$ cat src/rtl/ps2_keycode_rx.sv
// PS/2 device-to-host keycode receiver.
// Conditions the raw PS/2 pins, deserialises 11-bit frames and keeps a
// two-byte history {previous byte, newest byte} for the key decoder.
module ps2_keycode_rx #(
  parameter int FILTER_LEN     = 4,
  parameter int TIMEOUT_CYCLES = 130_000
) (
  input  logic        clk,
  input  logic        rst_n,
  input  logic        ps2_clk,
  input  logic        ps2_data,
  output logic [15:0] keycode,
  output logic        keycode_valid,
  output logic        frame_err,
  output logic        rx_busy
);

  localparam int FW = $clog2(FILTER_LEN) + 1;
  localparam int TW = $clog2(TIMEOUT_CYCLES + 1);
  localparam logic [FW-1:0] FILT_LAST = FW'(FILTER_LEN - 1);
  localparam logic [TW-1:0] TMO_MAX   = TW'(TIMEOUT_CYCLES);

  typedef enum logic [1:0] {
    IDLE,
    DATA,
    PARITY,
    STOP
  } state_t;

  // Input conditioning signals
  logic          clk_meta;
  logic          clk_sync;
  logic          data_meta;
  logic          data_sync;
  logic          clk_filt;
  logic          clk_filt_d;
  logic [FW-1:0] filt_cnt;
  logic          fall;

  // Frame assembly state
  state_t        state;
  state_t        state_n;
  logic [2:0]    bit_cnt;
  logic [2:0]    bit_cnt_n;
  logic [7:0]    shift_byte;
  logic [7:0]    shift_byte_n;
  logic          par_ok;
  logic          par_ok_n;
  logic [TW-1:0] idle_cnt;
  logic          timeout;

  // Registered output next values
  logic [15:0]   keycode_n;
  logic          keycode_valid_n;
  logic          frame_err_n;

  // Two-flop synchronisers; the PS/2 lines idle high so they reset to 1
  always_ff @(posedge clk) begin
    if (!rst_n) begin
      clk_meta  <= 1'b1;
      clk_sync  <= 1'b1;
      data_meta <= 1'b1;
      data_sync <= 1'b1;
    end else begin
      clk_meta  <= ps2_clk;
      clk_sync  <= clk_meta;
      data_meta <= ps2_data;
      data_sync <= data_meta;
    end
  end

  // Glitch filter: the filtered clock only follows after FILTER_LEN
  // consecutive synced samples disagree with it; any agreeing sample restarts the run
  always_ff @(posedge clk) begin
    if (!rst_n) begin
      clk_filt <= 1'b1;
      filt_cnt <= '0;
    end else if (clk_sync == clk_filt) begin
      filt_cnt <= '0;
    end else if (filt_cnt == FILT_LAST) begin
      clk_filt <= clk_sync;
      filt_cnt <= '0;
    end else begin
      filt_cnt <= filt_cnt + FW'(1);
    end
  end

  // Delayed copy of the filtered clock used for falling-edge detection
  always_ff @(posedge clk) begin
    if (!rst_n) begin
      clk_filt_d <= 1'b1;
    end else begin
      clk_filt_d <= clk_filt;
    end
  end

  assign fall = clk_filt_d & ~clk_filt;

  // Inactivity counter: cleared on every edge and while idle, saturates at the limit
  always_ff @(posedge clk) begin
    if (!rst_n) begin
      idle_cnt <= '0;
    end else if ((state == IDLE) || fall) begin
      idle_cnt <= '0;
    end else if (idle_cnt != TMO_MAX) begin
      idle_cnt <= idle_cnt + TW'(1);
    end
  end

  // A stalled frame is abandoned once the limit is reached without a new edge
  assign timeout = (state != IDLE) && !fall && (idle_cnt == TMO_MAX);

  // FSM state and frame registers
  always_ff @(posedge clk) begin
    if (!rst_n) begin
      state         <= IDLE;
      bit_cnt       <= '0;
      shift_byte    <= '0;
      par_ok        <= 1'b0;
      keycode       <= '0;
      keycode_valid <= 1'b0;
      frame_err     <= 1'b0;
    end else begin
      state         <= state_n;
      bit_cnt       <= bit_cnt_n;
      shift_byte    <= shift_byte_n;
      par_ok        <= par_ok_n;
      keycode       <= keycode_n;
      keycode_valid <= keycode_valid_n;
      frame_err     <= frame_err_n;
    end
  end

  // Next-state logic: one step per detected falling edge, plus the timeout escape
  always_comb begin
    state_n         = state;
    bit_cnt_n       = bit_cnt;
    shift_byte_n    = shift_byte;
    par_ok_n        = par_ok;
    keycode_n       = keycode;
    keycode_valid_n = 1'b0;
    frame_err_n     = 1'b0;

    if (timeout) begin
      state_n     = IDLE;
      frame_err_n = 1'b1;
    end else if (fall) begin
      unique case (state)
        IDLE: begin
          // A high data bit here is line noise, not a start bit
          if (!data_sync) begin
            state_n   = DATA;
            bit_cnt_n = '0;
          end
        end
        DATA: begin
          // LSB arrives first, so shift in from the top
          shift_byte_n = {data_sync, shift_byte[7:1]};
          bit_cnt_n    = bit_cnt + 3'd1;
          if (bit_cnt == 3'd7) begin
            state_n = PARITY;
          end
        end
        PARITY: begin
          par_ok_n = ^{shift_byte, data_sync};
          state_n  = STOP;
        end
        STOP: begin
          if (data_sync && par_ok) begin
            keycode_n       = {keycode[7:0], shift_byte};
            keycode_valid_n = 1'b1;
          end else begin
            frame_err_n = 1'b1;
          end
          state_n = IDLE;
        end
        default: begin
          state_n = IDLE;
        end
      endcase
    end
  end

  assign rx_busy = (state != IDLE);

endmodule

$ cat config.mk
export PLATFORM = sky130hd
export DESIGN_NAME = ps2_keycode_rx
export DESIGN_NICKNAME = d
export VERILOG_FILES = /design/src/rtl/ps2_keycode_rx.sv
export SDC_FILE = /design/constraint.sdc
export NUM_CORES = 1
export LEC_CHECK = 0
export ABC_AREA = 1
export BUFFER_PORTS_ARGS = -buffer_cell sky130_fd_sc_hd__buf_4
export CAP_MARGIN = 25
export CORE_ASPECT_RATIO = 1.1
export CORE_MARGIN = 2
export CORE_UTILIZATION = 45
export DETAILED_ROUTE_END_ITERATION = 8
export SYNTH_ARGS = -nofsm -noshare
export SYNTH_HDL_FRONTEND = slang
export SYNTH_SLANG_ARGS = --single-unit
$ cat constraint.sdc
create_clock -name clk -period 3.4 [get_ports clk]
set_input_delay 0.51 -clock clk [delete_from_list [all_inputs] [get_ports clk]]
set_output_delay 0.51 -clock clk [all_outputs]
set_load 0.1 [all_outputs]
==> results_dict.tcl, run 1 <==
set metrics [dict create \
    p_leak_nw 1.17 \
    holdPathEnd "data_meta" \
    cts_tree "yes" \
    r2r_end "idle_cnt[12]" \
    synth_seq_area_share_pct 45.0 \
    grt.overflow.total 0 \
    synth_area_per_cell_um2 7.72 \
    cpLargestDelayFamily "buffers and inverters" \
    period_needed_ns 1.94 \
    cts_buffers 9 \
    critical_path.cell_chain "inv_1 > ha_1 > inv_1 > buf_4" \
    nNetsFinal 372 \
    drt-vias-per-instance 4.75 \
    layout_common_cells "59 x nand2_1, 58 x dfxtp_1, 36 x inv_1, 33 x a21oi_1, 33 x nor2_1" \
    place_hpwl_mm 3.33 \
    drc 0 \
    track_usage_pct 16.4 \
    drive_gt1_share_pct 18.5 \
    grt_pass1_vias 1936 \
    clockBufferDepth 2 \
    cp_max_fo 5 \
    num_rows 28 \
    pin_count 23 \
    reg2reg_depth 7 \
    critical_path_arrival_ns 1.43 \
    grt_max_degree 29 \
    ys_ff_latch 58 \
    placed_cells 422 \
    ctsHoldBuffers 0 \
    hold_depth 2 \
    crit_top_cell "inv_1" \
    max_stage_delay_ns 0.38 \
    die_w_um 76.2 \
    syn_area_mm2 0.00258 \
    cts_post_setup_buffers_inserted 0 \
    vias 2077 \
    setup_slack_ns 1.46 \
    p_total_mw 1.22 \
    finalCritPeriodShare_pct 57.2 \
    peakVddDrop_uv 264 \
    max_slew.worst_pin.slew_ns 0.511 \
    drv_slew 0 \
    syn2layout_area_growth_pct 14.4 \
    syn_inst 334 \
    grt_pass1_wl_mm 8.40 \
    wl_per_cell_um 10.9 \
    stdcell_area_mm2 0.00295 \
    drv_cap 0 \
    worstHoldStart "ps2_data" \
    yosysWarningCount 0 \
    antenna_cells 0 \
    fin_cells 437 \
    rsz0062_at_grt "no" \
    r2r-start "state[0]" \
    finalWeightedCongestion 0.770 \
    tns_ns 0 \
    start_kind "flop" \
    initial_core_util_pct 47.2 \
    grt_antenna_before_repair 0 \
    finalSetupViolCount 0 \
    syn-num-nets 348 \
    htreeDepth 3 \
    fin_skew_ns 0.0111 \
    dr.pass1.iters 4 \
    critPathKind "flop to output port" \
    final_common_cell "nand2_1" \
    io_buffers 22 \
    max-slew-margin-rel_pct 65.9 \
    ant_nets 0 \
    clk_latency_ns 0.33 \
    worst_setup_path_end_kind "output port" \
    fmax_mhz 514 \
    dieHeight_um 83.4 \
    dp_slack_ns 1.67 \
    slowest_stage "dfxtp_1" \
    hold_viol_final 0 \
    cts.repair.resized 0 \
    die_area_mm2 0.00635 \
    clk_pin_slew_ns 0.07 \
    cts.sinks 58 \
    drt_iter0_drc 70 \
    crit_buf_inv 3 \
    synth_cell_types 34 \
    finalWirelength_mm 4.78 \
    dpl_cell_area_mm2 0.00279 \
    fill_cells 558 \
    r2r_slack_ns 1.67 \
    ctsRootBufferMaster "clkbuf_8" \
    power_density_mw_per_mm2 415 \
    status "finished, final reports clean" \
    min_path_type "input port to flop" \
    crit_required_ns 2.89 \
    coreArea_mm2 0.00547 \
]
-- per-layer routing --
metal,part of all wire [%],global-route usage [%],up-vias
met5,0,0,-
met1,52,21.2,923
li1,-,-,1122
met2,43,24.5,24
met3,2.8,4.02,8
met4,2.2,10.4,0
-- flip-flops by register name, summed over array words and instances, names as in the netlist, 2 cells and up --
signal and cells:
idle_cnt 17, keycode 16, shift_byte 8, bit_cnt 3, filt_cnt 3, state 2
-- synthesized netlist by cell type --
library cell / n / share of area [%]
nand4_1: 4 / 0.97
or2_2: 5 / 1.2
o21a_1: 1 / 0.29
a21oi_1: 33 / 6.4
dfxtp_1: 58 / 45
nand3_1: 14 / 2.7
nor3_2: 2 / 0.78
nand4_2: 1 / 0.49
nor2_4: 2 / 0.87
nor3_1: 3 / 0.58
or2_0: 3 / 0.73
buf_1: 1 / 0.15
clkbuf_1: 2 / 0.29
ha_1: 10 / 4.9
o21ai_1: 8 / 1.6
xor2_1: 3 / 1.0
o211ai_1: 2 / 0.58
nor3_4: 1 / 0.63
nand2_4: 1 / 0.44
nand2_2: 3 / 0.73
buf_2: 3 / 0.58
buf_4: 2 / 0.58
a21oi_2: 3 / 1.0
nor2_2: 4 / 0.97
nand3_2: 2 / 0.78
inv_1: 36 / 5.2
inv_2: 5 / 0.73
clkbuf_2: 1 / 0.19
or2_1: 1 / 0.24
xnor2_1: 3 / 1.0
nand2_1: 59 / 8.6
inv_4: 1 / 0.24
nor2_1: 33 / 4.8
o21ai_0: 24 / 4.7
-- how the worst max path moves through the flow --
stage | start | endpoint | slack (ns) | depth (start not counted)
after floorplan | state[0] | rx_busy | 1.62 | 3
after global placement | state[0] | idle_cnt[3] | 1.76 | 7
after detailed placement | state[0] | idle_cnt[3] | 1.67 | 7
after CTS | state[0] | rx_busy | 1.44 | 4
after global routing | state[0] | rx_busy | 1.38 | 4
final | state[0] | rx_busy | 1.46 | 4
-- per-stage QoR --
step	utilization (%)	hold WS (ns)
after CTS	54.0	0.343
after global routing	54.0	0.355
final	54.0	0.360
after floorplan	-	0.392
after global placement	51.1	0.394
after detailed placement	51.1	0.402
-- layout make-up --
| cell class | count | area, um2 | area share, % |
|---|---|---|---|
| Clock inverter | 6 | 35.0 | 1.19 |
| Clock buffer | 9 | 124 | 4.20 |
| Inverter | 42 | 160 | 5.43 |
| Sequential cell | 58 | 1160 | 39.4 |
| Tap cell | 75 | 93.8 | 3.18 |
| Multi-Input combinational cell | 225 | 1210 | 41.0 |
| Timing Repair Buffer | 22 | 165 | 5.60 |
-- kinds of logic (layout without fill, tap and decap cells) --
family                     Yosys count  count (layout)  synth area share [%]
buffers and inverters               51              79                  8.01
xor gates and xnor gates             6               6                  2.04
and+or+nand+nor                    138             138                  25.5
adders and majority gates           10              10                  4.85
AOI/OAI and AO/OA                   71              71                  14.5
DFF                                 58              58                  45.0
-- where the power goes --
group | leakage [nW] | switching (mW) | internal (mW)
logic | 0.620 | 0.0120 | 0.00738
clock network | 0.0806 | 0.266 | 0.254
registers | 0.468 | 0.00196 | 0.682
total | 1.17 | 0.280 | 0.943
No activity file was read; power rests on OpenSTA's default activity.
==> run 2, diff against run 1 <==
==> constraint.sdc (replaced) <==
create_clock -name clk -period 1.95 [get_ports clk]
set_input_delay 0.2925 -clock clk [delete_from_list [all_inputs] [get_ports clk]]
set_output_delay 0.2925 -clock clk [all_outputs]
set_load 0.1 [all_outputs]
==> run 2 against run 1 <==
Register-to-register slack worse by 1.2 ns. Clock skew decreased by 0.0014 ns. Largest cell class unchanged. Global-route usage up 0.092 points. Highest routed layer unchanged. Sequential power rose by 74%. Critical path depth stayed put. Worst setup slack got worse by 1.2 ns. Core utilization is 0.92 points higher. Die area unchanged. Critical endpoint unchanged. Largest power group unchanged. Power grew 88%. Flip-flop and latch count unchanged. Sequential share of layout area shrank 0.66 points.
==> results_dict.tcl, run 2 (same netlist as run 1, synthesis figures left out) <==
set metrics [dict create \
    p_leak_nw 1.18 \
    regMostFlops "idle_cnt" \
    cts_post_setup_buffers_inserted 0 \
    crit_required_ns 1.66 \
    dieHeight_um 83.4 \
    nNetsFinal 374 \
    fmax_mhz 581 \
    layout_common_cells "59 x nand2_1, 58 x dfxtp_1, 36 x inv_1, 33 x a21oi_1, 33 x nor2_1" \
    track_usage_pct 16.5 \
    grt.overflow.total 0 \
    wl_per_cell_um 10.8 \
    power_switching_share_pct 22.4 \
    power_frac_seq_pct 51.8 \
    worst_setup_path_end_kind "output port" \
    syn2layout_area_growth_pct 16.4 \
    drv_slew 0 \
    drt_iter0_drc 72 \
    critPathKind "flop to output port" \
    place_hpwl_mm 3.36 \
    ctsHoldBuffers 0 \
    num_rows 28 \
    io_buffers 22 \
    grt_max_degree 29 \
    clkPwrFrac_pct 46.8 \
    grt_antenna_before_repair 0 \
    tns_ns 0 \
    fin_cells 440 \
    htreeDepth 3 \
    final_common_cell "nand2_1" \
    antenna_cells 0 \
    status "finished, final reports clean" \
    reg.largest.list "idle_cnt x17, keycode x16, shift_byte x8" \
    start_kind "flop" \
    clockBufferDepth 2 \
    min_path_type "input port to flop" \
    finalWeightedCongestion 0.756 \
    cpLargestDelayFamily "buffers and inverters" \
    power_density_mw_per_mm2 767 \
    fin_skew_ns 0.00972 \
    critical_path.cell_chain "inv_1 > ha_1 > inv_1 > buf_4" \
    finalWirelength_mm 4.77 \
    period_needed_ns 1.72 \
    drive_gt1_share_pct 19.2 \
    drv_cap 0 \
    crit_buf_inv 3 \
    initial_core_util_pct 47.2 \
    dr.pass1.iters 4 \
    die_w_um 76.2 \
    cts_tree "yes" \
    cts.sinks 58 \
    clk_pin_slew_ns 0.06 \
    finalCritPeriodShare_pct 88.3 \
    setup_slack_ns 0.229 \
    rsz0062_at_grt "no" \
    grt_pass1_vias 1944 \
    placed_cells 424 \
    max_stage_delay_ns 0.38 \
    cts.repair.resized 0 \
    cts_buffers 9 \
    drc 0 \
    p_int_mw 1.79 \
    ctsRootBufferMaster "clkbuf_8" \
    grt_pass1_wl_mm 8.42 \
    r2r_slack_ns 0.46 \
    post-route-util_pct 54.9 \
    drt-vias-per-instance 4.68 \
    clk_latency_ns 0.34 \
    dp_slack_ns 0.475 \
    slowest_stage "dfxtp_1" \
    pwr-share-comb_pct 1.4 \
    p_total_mw 2.30 \
    pin_count 23 \
    finalSetupViolCount 0 \
    critical_path_arrival_ns 1.43 \
    peakVddDrop_uv 438 \
    fill_cells 560 \
    vias 2057 \
    max-slew-margin-rel_pct 74.6 \
    hold_viol_final 0 \
    die_area_mm2 0.00635 \
    crit_top_cell "inv_1" \
    cp_max_fo 5 \
    largest_register_ffs 17 \
    max_slew.worst_pin.slew_ns 0.380 \
    switchingPower_mw 0.516 \
    coreArea_mm2 0.00547 \
    ant_nets 0 \
]
-- run 2: changes by cell type in the layout (fill, tap and decap cells not counted) --
cell and delta:
buf_4 +2, bufinv_16 +1, clkinv_2 -2, clkinvlp_4 +2
-- run 2: per-stage QoR --
step           hold WS, ns  instance area, um2
6_report             0.145                3000
5_1_grt              0.132                3000
4_1_cts              0.134                3000
3_5_place_dp         0.402                2810
3_3_place_gp         0.406                2810
2_1_floorplan        0.392                2580
-- run 2: worst reg2reg max path: cells and delay by family, from the launching register on --
kind | cells | cell delay (ns)
AND/OR/NAND/NOR | 1 | 0.21
buffers and inverters | 1 | 0.08
flip-flops | 1 | 0.38
adder cells (fa/ha/maj) | 1 | 0.27
AO/OA/AOI/OAI | 3 | 0.48
-- run 2: worst paths after layout --
| check | start | to | cells after the start |
|---|---|---|---|
| min | ps2_clk | clk_meta | 2 |
| max reg2reg | state[0] | state[0] | 6 |
| max | state[0] | rx_busy | 4 |
| min reg2reg | data_meta | data_sync | 1 |
-- run 2: power by group through the flow --
stage               combinational, mW  sequential, mW  clock, mW
global placement               0.0332            1.22          0
floorplan                      0.0246            1.22          0
finish                         0.0332            1.19       1.08
CTS                            0.0336            1.19       1.10
global route                   0.0385            1.19       1.15
detailed placement             0.0335            1.22          0
-- run 2: final cells by class --
| type | instances | area (um2) | area share (%) |
|---|---|---|---|
| clock buffer | 9 | 124 | 4.13 |
| clock inverter | 7 | 70.1 | 2.34 |
| inverter | 42 | 160 | 5.34 |
| multi-input combinational | 225 | 1210 | 40.3 |
| sequential | 58 | 1160 | 38.7 |
| tap | 75 | 93.8 | 3.13 |
| timing repair buffer | 24 | 180 | 6.01 |
-- run 2: routing by layer --
metal | vias to the layer above | track usage, % | wire, um
li1 | 1132 | - | -
met1 | 894 | 22.1 | 2520
met2 | 26 | 24.4 | 2000
met3 | 5 | 5.98 | 164
met4 | 0 | 6.45 | 81
met5 | - | 0 | 0
==> run 3, diff against run 2 <==
--- a/config.mk
+++ b/config.mk
@@ -9,7 +9,7 @@
 export BUFFER_PORTS_ARGS = -buffer_cell sky130_fd_sc_hd__buf_4
 export CAP_MARGIN = 25
 export CORE_ASPECT_RATIO = 1.1
-export CORE_MARGIN = 2
+export CORE_MARGIN = 4
 export CORE_UTILIZATION = 45
 export DETAILED_ROUTE_END_ITERATION = 8
 export SYNTH_ARGS = -nofsm -noshare
==> constraint.sdc (replaced) <==
create_clock -name clk -period 1.8 [get_ports clk]
set_input_delay 0.27 -clock clk [delete_from_list [all_inputs] [get_ports clk]]
set_output_delay 0.27 -clock clk [all_outputs]
set_load 0.1 [all_outputs]
==> run 3 against run 2 <==
First-iteration DRC count is 18% higher. Power up 17%. Core utilization increased by 0.87 points. Critical endpoint unchanged. Global-route usage decreased by 1.1 points. Clock power increased by 28%. Cell count unchanged. Worst hold slack lost 0.020 ns. Largest power group is now clock. Worst setup slack worse by 0.094 ns. Critical path type unchanged. Sequential share of layout area is 0.60 points lower.
==> results_dict.tcl, run 3 (same netlist as run 1, synthesis figures left out) <==
set metrics [dict create \
    layout_common_cells "59 x nand2_1, 58 x dfxtp_1, 36 x inv_1, 33 x a21oi_1, 33 x nor2_1" \
    setup_slack_ns 0.135 \
    grt.overflow.total 0 \
    stdcell_area_mm2 0.00305 \
    die_w_um 80.2 \
    place_hpwl_mm 3.41 \
    grt_pass1_wl_mm 8.37 \
    fmax_mhz 601 \
    worst_setup_path_end_kind "output port" \
    cts_tree "yes" \
    p_leak_nw 1.22 \
    io_buffers 22 \
    ctsHoldBuffers 0 \
    drv_cap 0 \
    clockBufferDepth 2 \
    finalWirelength_mm 4.76 \
    cpLargestDelayFamily "buffers and inverters" \
    max-slew-margin-rel_pct 76.9 \
    antenna_cells 0 \
    drc 0 \
    rsz0062_at_grt "no" \
    cp_max_fo 5 \
    grt_antenna_before_repair 0 \
    drt-vias-per-instance 4.75 \
    start_kind "flop" \
    initial_core_util_pct 47.2 \
    dieHeight_um 87.4 \
    largest_register_ffs 17 \
    power_density_mw_per_mm2 887 \
    finalSetupViolCount 0 \
    tns_ns 0 \
    num_rows 28 \
    period_needed_ns 1.66 \
    seq_area_mm2 0.00116 \
    wl_per_cell_um 10.8 \
    crit_top_cell "inv_1" \
    reg2reg_depth 6 \
    hold_depth 2 \
    critical_path.cell_chain "inv_1 > ha_1 > inv_1 > buf_6" \
    critPathKind "flop to output port" \
    crit_buf_inv 3 \
    dp_slack_ns 0.341 \
    pin_count 23 \
    max_stage_delay_ns 0.38 \
    cts_post_setup_buffers_inserted 0 \
    coreArea_mm2 0.00547 \
    cts.sinks 58 \
    nNetsFinal 374 \
    drv_slew 0 \
    slowest_stage "dfxtp_1" \
    vias 2088 \
    dr.pass1.iters 4 \
    cts.repair.resized 0 \
    hold_viol_final 0 \
    track_usage_pct 15.4 \
    fill_cells 547 \
    multi_input_area_mm2 0.00121 \
    ant_nets 0 \
    reg.largest.list "idle_cnt x17, keycode x16, shift_byte x8" \
    finalWeightedCongestion 0.738 \
    cp.depth 4 \
    die_area_mm2 0.00700 \
    grt_max_degree 29 \
    crit_required_ns 1.53 \
    fin_skew_ns 0.00901 \
    final_common_cell "nand2_1" \
    dpl_cell_area_mm2 0.00281 \
    htreeDepth 3 \
    critical_path_arrival_ns 1.39 \
    min_path_type "input port to flop" \
    grt_pass1_vias 1922 \
    drive_gt1_share_pct 19.2 \
    finalCritPeriodShare_pct 92.5 \
    drt_iter0_drc 85 \
    clk_pin_slew_ns 0.06 \
    ctsRootBufferMaster "clkbuf_8" \
    cts_buffers 9 \
    regMostFlops "idle_cnt" \
    syn2layout_area_growth_pct 18.2 \
    peakVddDrop_uv 626 \
    clk_latency_ns 0.33 \
    max_slew.worst_pin.slew_ns 0.346 \
    status "finished, final reports clean" \
]
run 3: final timing paths:
kind	from	endpoint	slack [ns]
setup / recovery	state[0]	rx_busy	0.14
hold / removal	ps2_clk	clk_meta	0.12
setup reg to reg	state[0]	state[0]	0.33
hold reg to reg	data_meta	data_sync	0.41
run 3: final cells by class:
cell class              count  share of cell area [%]
clock inverters             4                    2.38
inverters                  42                    5.26
well taps                  75                    3.08
flip-flops and latches     58                    38.1
repair buffers             24                    6.04
multi-input cells         225                    39.7
clock buffers              12                    5.42
run 3: layer usage:
layer	GRT usage, %	vias up	part of all wire (%)
li1	-	1128	-
met1	19.8	925	51
met2	23.2	29	44
met3	5.28	6	3.5
met4	6.91	0	1.6
met5	0	-	0
run 3: power breakdown:
group          total [mW]  switching (mW)  internal, mW
clock                1.38           0.486         0.890
sequential           1.29         0.00368          1.29
combinational      0.0353          0.0214        0.0139
run 3: per-stage QoR:
stage          total power [mW]  hold slack [ns]  utilization, %  instances
3_5_place_dp               1.36            0.401            51.3        424
6_report                   2.70            0.125            55.7        440
4_1_cts                    2.75            0.107            55.7        440
2_1_floorplan              1.35            0.377               -        334
5_1_grt                    2.82            0.116            55.7        440
3_3_place_gp               1.36            0.395            51.3        424
